## config.mk

```make
export PLATFORM = sky130hd
export DESIGN_NAME = ws2812b_bit_decoder_flat
export DESIGN_NICKNAME = d
export VERILOG_FILES = /design/src/rtl/ws2812b_bit_decoder_if.sv /design/src/rtl/ws2812b_bit_decoder.sv /design/src/flat_wrapper.sv
export SDC_FILE = /design/constraint.sdc
export NUM_CORES = 1
export LEC_CHECK = 0
export BUFFER_PORTS_ARGS = -buffer_cell sky130_fd_sc_hd__buf_4
export CORE_ASPECT_RATIO = 1.75
export CORE_MARGIN = 5
export CORE_UTILIZATION = 40
export DETAILED_ROUTE_END_ITERATION = 8
export SETUP_SLACK_MARGIN = 0.02
export SYNTH_ARGS = -nofsm -noshare
export SYNTH_HDL_FRONTEND = slang
export SYNTH_SLANG_ARGS = --single-unit
```

## constraint.sdc

```tcl
create_clock -name clk -period 2.5 [get_ports clk]
set_input_delay 0.25 -clock clk [delete_from_list [all_inputs] [get_ports clk]]
set_output_delay 0.25 -clock clk [all_outputs]
set_load 0.01 [all_outputs]
```

## src/rtl/ws2812b_bit_decoder_if.sv

```systemverilog
// Signal bundle between a WS2812B line decoder and its consumer.
// The consumer drives enable and the raw line; the decoder returns the pulse outputs.
interface ws2812b_bit_decoder_if;
  logic enable;
  logic din;
  logic bit_valid;
  logic bit_value;
  logic frame_reset;
  logic pulse_error;

  modport master (
    output enable, din,
    input  bit_valid, bit_value, frame_reset, pulse_error
  );

  modport slave (
    input  enable, din,
    output bit_valid, bit_value, frame_reset, pulse_error
  );
endinterface

```

## src/rtl/ws2812b_bit_decoder.sv

```systemverilog
// WS2812B single-wire bit decoder: measures synchronized high/low times into bits, frame resets and errors.
// Optional short-pulse rejection is built when WS2812B_DECODER_GLITCH_FILTER_EN is defined.
//
// state | meaning
// IDLE  | no pulse in progress (after reset, disable or frame reset)
// HIGH  | measuring high time of a pulse
// LOW   | measuring low time after a pulse
// ERR   | high time overran; waiting for the line to fall
module ws2812b_bit_decoder #(
  parameter int THRESH_CYCLES   = 38,
  parameter int MAX_HIGH_CYCLES = 96,
  parameter int RESET_CYCLES    = 3200,
  parameter int MIN_HIGH_CYCLES = 8
) (
  input logic                   clk,
  input logic                   rst_n,
  ws2812b_bit_decoder_if.slave  bus
);

  if (!(1 <= MIN_HIGH_CYCLES && MIN_HIGH_CYCLES < THRESH_CYCLES &&
        THRESH_CYCLES < MAX_HIGH_CYCLES && MAX_HIGH_CYCLES < RESET_CYCLES &&
        RESET_CYCLES <= 65535)) begin : g_param_check
    $error("ws2812b_bit_decoder: unsupported parameter combination");
  end

  localparam logic [15:0] THRESH_C = 16'(THRESH_CYCLES);
  localparam logic [15:0] MAX_C    = 16'(MAX_HIGH_CYCLES);
  localparam logic [15:0] RESET_C  = 16'(RESET_CYCLES);

  typedef enum logic [1:0] {IDLE, HIGH, LOW, ERR} state_t;

  state_t      state, state_nxt;
  logic [15:0] cnt, cnt_nxt, cnt_inc;
  logic        din_m, din_s;
  logic [1:0]  sync_fill;
  logic        low_seen;
  logic        glitch;
  logic        bit_valid_nxt, bit_value_nxt, frame_reset_nxt, pulse_error_nxt;

  assign cnt_inc = (cnt == 16'hFFFF) ? cnt : cnt + 16'd1;

`ifdef WS2812B_DECODER_GLITCH_FILTER_EN
  assign glitch = (cnt < 16'(MIN_HIGH_CYCLES));
`else
  assign glitch = 1'b0;
`endif

  // A line that is already high when reset releases belongs to a discarded pulse,
  // so pulses are only accepted once a genuine low has been sampled.
  always_ff @(posedge clk or negedge rst_n) begin
    if (!rst_n) begin
      din_m     <= 1'b0;
      din_s     <= 1'b0;
      sync_fill <= 2'b00;
      low_seen  <= 1'b0;
    end else begin
      din_m     <= bus.din;
      din_s     <= din_m;
      sync_fill <= {sync_fill[0], 1'b1};
      low_seen  <= low_seen | (sync_fill[1] & ~din_s);
    end
  end

  always_ff @(posedge clk or negedge rst_n) begin
    if (!rst_n) begin
      state           <= IDLE;
      cnt             <= '0;
      bus.bit_valid   <= 1'b0;
      bus.bit_value   <= 1'b0;
      bus.frame_reset <= 1'b0;
      bus.pulse_error <= 1'b0;
    end else begin
      state           <= state_nxt;
      cnt             <= cnt_nxt;
      bus.bit_valid   <= bit_valid_nxt;
      bus.bit_value   <= bit_value_nxt;
      bus.frame_reset <= frame_reset_nxt;
      bus.pulse_error <= pulse_error_nxt;
    end
  end

  always_comb begin
    state_nxt       = state;
    cnt_nxt         = cnt;
    bit_valid_nxt   = 1'b0;
    bit_value_nxt   = 1'b0;
    frame_reset_nxt = 1'b0;
    pulse_error_nxt = 1'b0;
    if (!bus.enable) begin
      state_nxt = IDLE;
      cnt_nxt   = '0;
    end else begin
      case (state)
        IDLE: begin
          cnt_nxt = '0;
          if (din_s && low_seen) begin
            state_nxt = HIGH;
            cnt_nxt   = 16'd1;
          end
        end
        HIGH: begin
          if (din_s) begin
            cnt_nxt = cnt_inc;
            if (cnt_inc == MAX_C) begin
              state_nxt       = ERR;
              pulse_error_nxt = 1'b1;
            end
          end else begin
            bit_valid_nxt = ~glitch;
            bit_value_nxt = ~glitch & (cnt >= THRESH_C);
            state_nxt     = LOW;
            cnt_nxt       = 16'd1;
          end
        end
        LOW: begin
          if (din_s) begin
            state_nxt = HIGH;
            cnt_nxt   = 16'd1;
          end else begin
            cnt_nxt = cnt_inc;
            if (cnt_inc == RESET_C) begin
              state_nxt       = IDLE;
              cnt_nxt         = '0;
              frame_reset_nxt = 1'b1;
            end
          end
        end
        ERR: begin
          if (!din_s) begin
            state_nxt = LOW;
            cnt_nxt   = 16'd1;
          end else begin
            cnt_nxt = cnt_inc;
          end
        end
        default: begin
          state_nxt = IDLE;
          cnt_nxt   = '0;
        end
      endcase
    end
  end

endmodule

```

## src/flat_wrapper.sv

```systemverilog
// flat-port wrapper written by rule: the top's interface ports become plain ports
module ws2812b_bit_decoder_flat 
#(
  parameter int THRESH_CYCLES   = 38,
  parameter int MAX_HIGH_CYCLES = 96,
  parameter int RESET_CYCLES    = 3200,
  parameter int MIN_HIGH_CYCLES = 8
)
  (clk, rst_n, bus_enable, bus_din, bus_bit_valid, bus_bit_value, bus_frame_reset, bus_pulse_error);
  ws2812b_bit_decoder_if bus_i ();
  input logic clk;
  input logic rst_n;
  input wire logic [$bits(bus_i.enable)-1:0] bus_enable;
  input wire logic [$bits(bus_i.din)-1:0] bus_din;
  output wire logic [$bits(bus_i.bit_valid)-1:0] bus_bit_valid;
  output wire logic [$bits(bus_i.bit_value)-1:0] bus_bit_value;
  output wire logic [$bits(bus_i.frame_reset)-1:0] bus_frame_reset;
  output wire logic [$bits(bus_i.pulse_error)-1:0] bus_pulse_error;
  assign bus_i.enable = bus_enable;
  assign bus_i.din = bus_din;
  assign bus_bit_valid = bus_i.bit_valid;
  assign bus_bit_value = bus_i.bit_value;
  assign bus_frame_reset = bus_i.frame_reset;
  assign bus_pulse_error = bus_i.pulse_error;
  ws2812b_bit_decoder #(.THRESH_CYCLES(THRESH_CYCLES), .MAX_HIGH_CYCLES(MAX_HIGH_CYCLES), .RESET_CYCLES(RESET_CYCLES), .MIN_HIGH_CYCLES(MIN_HIGH_CYCLES)) u_core (.clk(clk), .rst_n(rst_n), .bus(bus_i));
endmodule
```

* Word-level counts from Yosys, hierarchy flattened
Cells that the tools add are included.
** Word-level totals
- Bits in registers :: 27
- Logic and storage cells :: 58
** Cells by class
- Reductions and logical operators :: 4
- Equality and inequality tests :: 10
- Magnitude comparators :: 1
- Mux-type cells :: 29
- Bitwise logic cells :: 3
- $add $sub $neg :: 1
** Operators with widths (number)
- two-way mux 16 bit :: 5
- case mux 16 bit (3 select lines) :: 1
- adder 16 x 1 -> 16 bit, second input constant :: 1
- == test 16 x 12 -> 1 bit, second input constant :: 1
- == test 16 bit, second input constant :: 1
- == test 16 x 7 -> 1 bit, second input constant :: 1
- >= comparator 16 x 6 -> 1 bit, second input constant :: 1
- two-way mux 1 bit :: 15
- two-way mux 2 bit :: 7
- case mux 2 bit (4 select lines) :: 1
- == test 2 bit, second input constant :: 2
- != test 4 x 2 -> 1 bit, second input constant :: 1
- != test 4 bit, second input constant :: 1
- AND reduction 4 bit :: 1
- != test 3 x 2 -> 1 bit, second input constant :: 1
- != test 3 bit, second input constant :: 1
- == test 2 x 1 -> 1 bit, second input constant :: 1
- zero test 2 bit :: 1
- OR reduction 2 bit :: 1
- AND 1 bit :: 1
- logical AND 1 bit :: 1
- NOT 1 bit :: 1
- OR 1 bit :: 1

* Longest topological paths before layout
- Depth in word-level cells :: 7
- Mapped depth :: 10
- Mapped depth without buffers :: 8

* Least setup slack after synthesis
Ideal clock, no wire load.
- Path kind :: reg2reg
- Start point :: register u_core.cnt[1]
- End point :: register u_core.cnt[11]
- Arrival time :: 2.487 ns
- Path slack :: -0.109 ns
- Clock period less this slack :: 2.609 ns
- Cell stages (with the launch flop) :: 10
- Required time :: 2.378 ns
- Cells stage by stage :: dfrtp_1 ha_1 and4_1 nand4_4 a211o_1 a2111oi_4 a41oi_1 o21ai_2 buf_6 nor2_1
** On the way
- Longest elaborated chain between the ends :: 7
** RTL lines
- start, declared :: line ws2812b_bit_decoder.sv:33 : logic [15:0] cnt, cnt_nxt, cnt_inc;
- start signal, assigned :: line ws2812b_bit_decoder.sv:74 : cnt <= cnt_nxt;
- adder 16 x 1 -> 16 bit / == test 16 bit (equally long branches) :: line ws2812b_bit_decoder.sv:40 : assign cnt_inc = (cnt == 16'hFFFF) ? cnt : cnt + 16'd1;
- two-way mux 16 bit (*) :: line ws2812b_bit_decoder.sv:40
- == test 16 x 12 -> 1 bit :: line ws2812b_bit_decoder.sv:121 : if (cnt_inc == RESET_C) begin
- two-way mux 16 bit :: line ws2812b_bit_decoder.sv:121
- two-way mux 16 bit :: line ws2812b_bit_decoder.sv:116 : if (din_s) begin
- case mux 16 bit (3 select lines) (*) :: line ws2812b_bit_decoder.sv:93 : case (state)
- two-way mux 16 bit (*) :: line ws2812b_bit_decoder.sv:89 : if (!bus.enable) begin
- named net u_core.cnt_nxt[11] :: line ws2812b_bit_decoder.sv:33
Mark *: on every way through the listed nets, which the timed path passes. The rest lies on a longest branch.
A chain may end at the register's enable or synchronous reset.

* Worst setup path in the final report
- Start point :: register u_core.cnt[1]
- End point :: register u_core.state[1]
** On the way
- Longest elaborated chain between the ends :: 5
** RTL lines
- adder 16 x 1 -> 16 bit / == test 16 bit (equally long branches) :: line ws2812b_bit_decoder.sv:40
- two-way mux 16 bit (*) :: line ws2812b_bit_decoder.sv:40
- == test 16 x 12 -> 1 bit / == test 16 x 7 -> 1 bit (equally long branches) :: line ws2812b_bit_decoder.sv:121, ws2812b_bit_decoder.sv:104
- != test 4 x 2 -> 1 bit (no source line) / != test 4 bit (equally long branches)
- AND reduction 4 bit (no source line) (*)
- end signal, assigned :: line ws2812b_bit_decoder.sv:73 : state <= state_nxt;
- end, declared :: line ws2812b_bit_decoder.sv:32 : state_t state, state_nxt;
Every way passes the cells marked *; elsewhere a longest branch is shown, timed or not.

==> metrics <==
multiplexer share of the synthesized area=1.26%; crit-path max cell delay=410 ps; fin worst setup slack=34.9 ps; Peak Freq=406 MHz; Critical Path Sink Type=flip-flop; Worst Hold Class=in2reg; Worst-Margin Slew=509 ps; RSZ-0062 raised after global routing=yes; Global Route Usage Sum=16.6%; Slew Viols, Final=0; number of synthesized flops with an enable pin=0; Max-cap violations=0; Ant. Diodes=0; pre-CTS WS=9.98 ps; Synth Net Count=177; Cell Area, Synth=0.00158 sq mm; main combinational cell family by area after synthesis=simple AND/OR/NAND/NOR gates; grt ovf=0; WP data required=2710 ps; Leakage=0.863 nW; Synth Area in Compound Gates=16.1%; Final ANT Viol Nets=0; Worst setup SP type=flip-flop; Mapped Cells=171; Max VDD drop=0.000343 V; P per Cell Area=371 mW/mm^2; post-synth top area share=42.7%; I/O pin cnt=8; synth unique cells=46; run status=finished, final reports clean; min Tclk post-route=2470 ps; slowest cell on the critical path=dfrtp_2; Setup Viol. Count Final=0; fill count=342; top_reg_cell synth=dfrtp_1; DRT iter0 DRCs=55; #FFs+latches synth=27; Starting Density=41.0%; Sequential Area=677 sq um; H-Tree Depth=1; Post-DP HPWL=3.22 mm; Yosys top cell by area=dfrtp_1; largest cells by area after synthesis=dfrtp_1, nor2_1, nand3_1; Die Ht=93.2 um; clock net sink count=27; register area share after synthesis=42.7%; vias in the first global route=1441; Mapped Avg Cell Area=9.26 sq um; Cell Chain, Critical Path=ha_4 -> nand4_4 -> buf_6 -> buf_12 -> a2111oi_0 -> buf_4 -> nor2_1 -> nor2_1 -> nand4bb_1 -> or3_1 -> a21boi_1; nets=211; slew margin rel.=65.9%; Final Skew=6.96 ps; asr flop ratio synth=100%; Hold Fails Final Rpt=0; Die ar.=0.00537 sq mm; area of the multi-input gates=930 sq um; CP Data Arrival Time=2670 ps; synth cell count leaders=dfrtp_1, nor2_1, nand3_1; CTS tree=built; number of port buffers=7; CP Class=reg2reg; CP max FO=4; CTS Buf Count=3; most used cell, CP=nor2_1; detailed-route DRC error count=0; TritonRoute pass-1 iters=4; routed length per instance=17.6 um; cell with the most instances after synthesis=dfrtp_1; post-synthesis xor/xnor area fraction=4.98%; Die Span X=57.6 um; first-pass GRT wire length=6.88 mm; Root Buffer=clkbuf_8; row count=30; worst skew pair latency=270 ps; share of layout cells above drive strength 1=30.9%; total routed wirelength=4.43 mm; initial antenna violation count=0; Core ar.=0.00387 sq mm; Vias=1489; Synth Area in Simple Gates=28.2%; largest net degree at the start of global routing=28; Final Wtd Congestion=0.846; Max Root-Sink Buffers=2; Post-Synth Adder-Cell Area=1.58%; clock slew at reported path FFs=100 ps; synth warn=0; area grow syn2layout=30.3%; post-DR vias/cell=5.91; fin crit share=98.6%; Final Util=53.4%
[registers in the layout, indices dropped and copies added (netlist names)]
signal,flops
u_core.cnt,16
u_core.din_m,1
u_core.state,2
u_core.bus.frame_reset,1
u_core.bus.bit_value,1
u_core.din_s,1
u_core.bus.pulse_error,1
u_core.sync_fill,2
u_core.bus.bit_valid,1
u_core.low_seen,1
[path summary, 6_finish.rpt]
kind / endpoint / cells after the start / slack [ps] / from
min reg2reg: u_core.sync_fill[1] / 0 / 370 / u_core.sync_fill[0]
max in group asynchronous: u_core.cnt[1] / 2 / 1790 / rst_n
min: u_core.din_m / 1 / 80 / bus_din
min in group asynchronous: u_core.cnt[12] / 2 / 430 / rst_n
max: u_core.state[1] / 11 / 30 / u_core.cnt[1]
max reg2reg: u_core.state[1] / 11 / 30 / u_core.cnt[1]
[repair_timing]
item,CTS,global route
pin swaps,0,10
buffers inserted,0,7
gates resized for setup,1,20
setup endpoints to repair,13,17
endpoints found under the hold margin,27,0
hold buffers,1,0
[cell families after synthesis]
| logic type | count (synthesis) |
|---|---|
| compound gates | 34 |
| xor+xnor | 9 |
| fa+ha+maj | 2 |
| buf+inv | 16 |
| flops | 27 |
| mux | 2 |
| other cells | 1 |
| simple gates | 80 |
[report_power, final]
part | switching, W | internal [W] | total (W) | leakage, nW
clock | 0.000142 | 0.000113 | 0.000255 | 0.0217
sequential | 0.00000690 | 0.000444 | 0.000451 | 0.358
combinational | 0.0000342 | 0.0000254 | 0.0000596 | 0.483
[area by class of cell]
cell class / count / area share (%)
Multi-Input combinational cell: 128 / 45.0
Sequential cell: 27 / 32.8
Timing Repair Buffer: 40 / 16.0
Tap cell: 48 / 2.91
Clock buffer: 3 / 2.00
Inverter: 5 / 0.909
Clock inverter: 1 / 0.364
[layer usage]
layer / share of wire, % / vias up / track usage [%]
li1: - / 689 / -
met1: 37 / 713 / 19.3
met2: 55 / 69 / 29.9
met3: 3.8 / 18 / 1.24
met4: 4.4 / 0 / 7.54
met5: 0 / - / 0
[critical path, delay by kind of cell, from the launching register on]
| kind | cells | cell delay (ps) |
|---|---|---|
| adders and majority gates | 1 | 170 |
| buffers and inverters | 3 | 510 |
| DFF | 1 | 410 |
| and+or+nand+nor | 5 | 810 |
| AOI/OAI and AO/OA | 2 | 510 |
[through the flow]
step,area (sq um),power [W],cells,hold WS (ps),setup TNS [ps]
5_1_grt,2060,0.000798,252,76.2,-773
3_3_place_gp,1840,0.000509,240,179,0
6_report,2060,0.000765,252,81.4,0
3_5_place_dp,1840,0.000511,240,187,0
2_1_floorplan,1600,0.000483,171,-45.6,0
4_1_cts,1900,0.000762,245,83.0,0
[cells in the final DEF, fill, tap and decap left out, drive strengths merged, types with 3 or more instances in the layout]
| cell | instances |
|---|---|
| nand2b | 4 |
| nor3 | 7 |
| xnor2 | 5 |
| dfrtp | 27 |
| nand4 | 7 |
| a2111oi | 3 |
| a21oi | 6 |
| and4 | 3 |
| a31oi | 3 |
| buf | 39 |
| nand2 | 10 |
| xor2 | 4 |
| nor2 | 21 |
| nor4 | 8 |
| o21ai | 8 |
| nand3 | 11 |
| inv | 5 |
| clkbuf | 3 |
(Power assumes the default switching activity.)
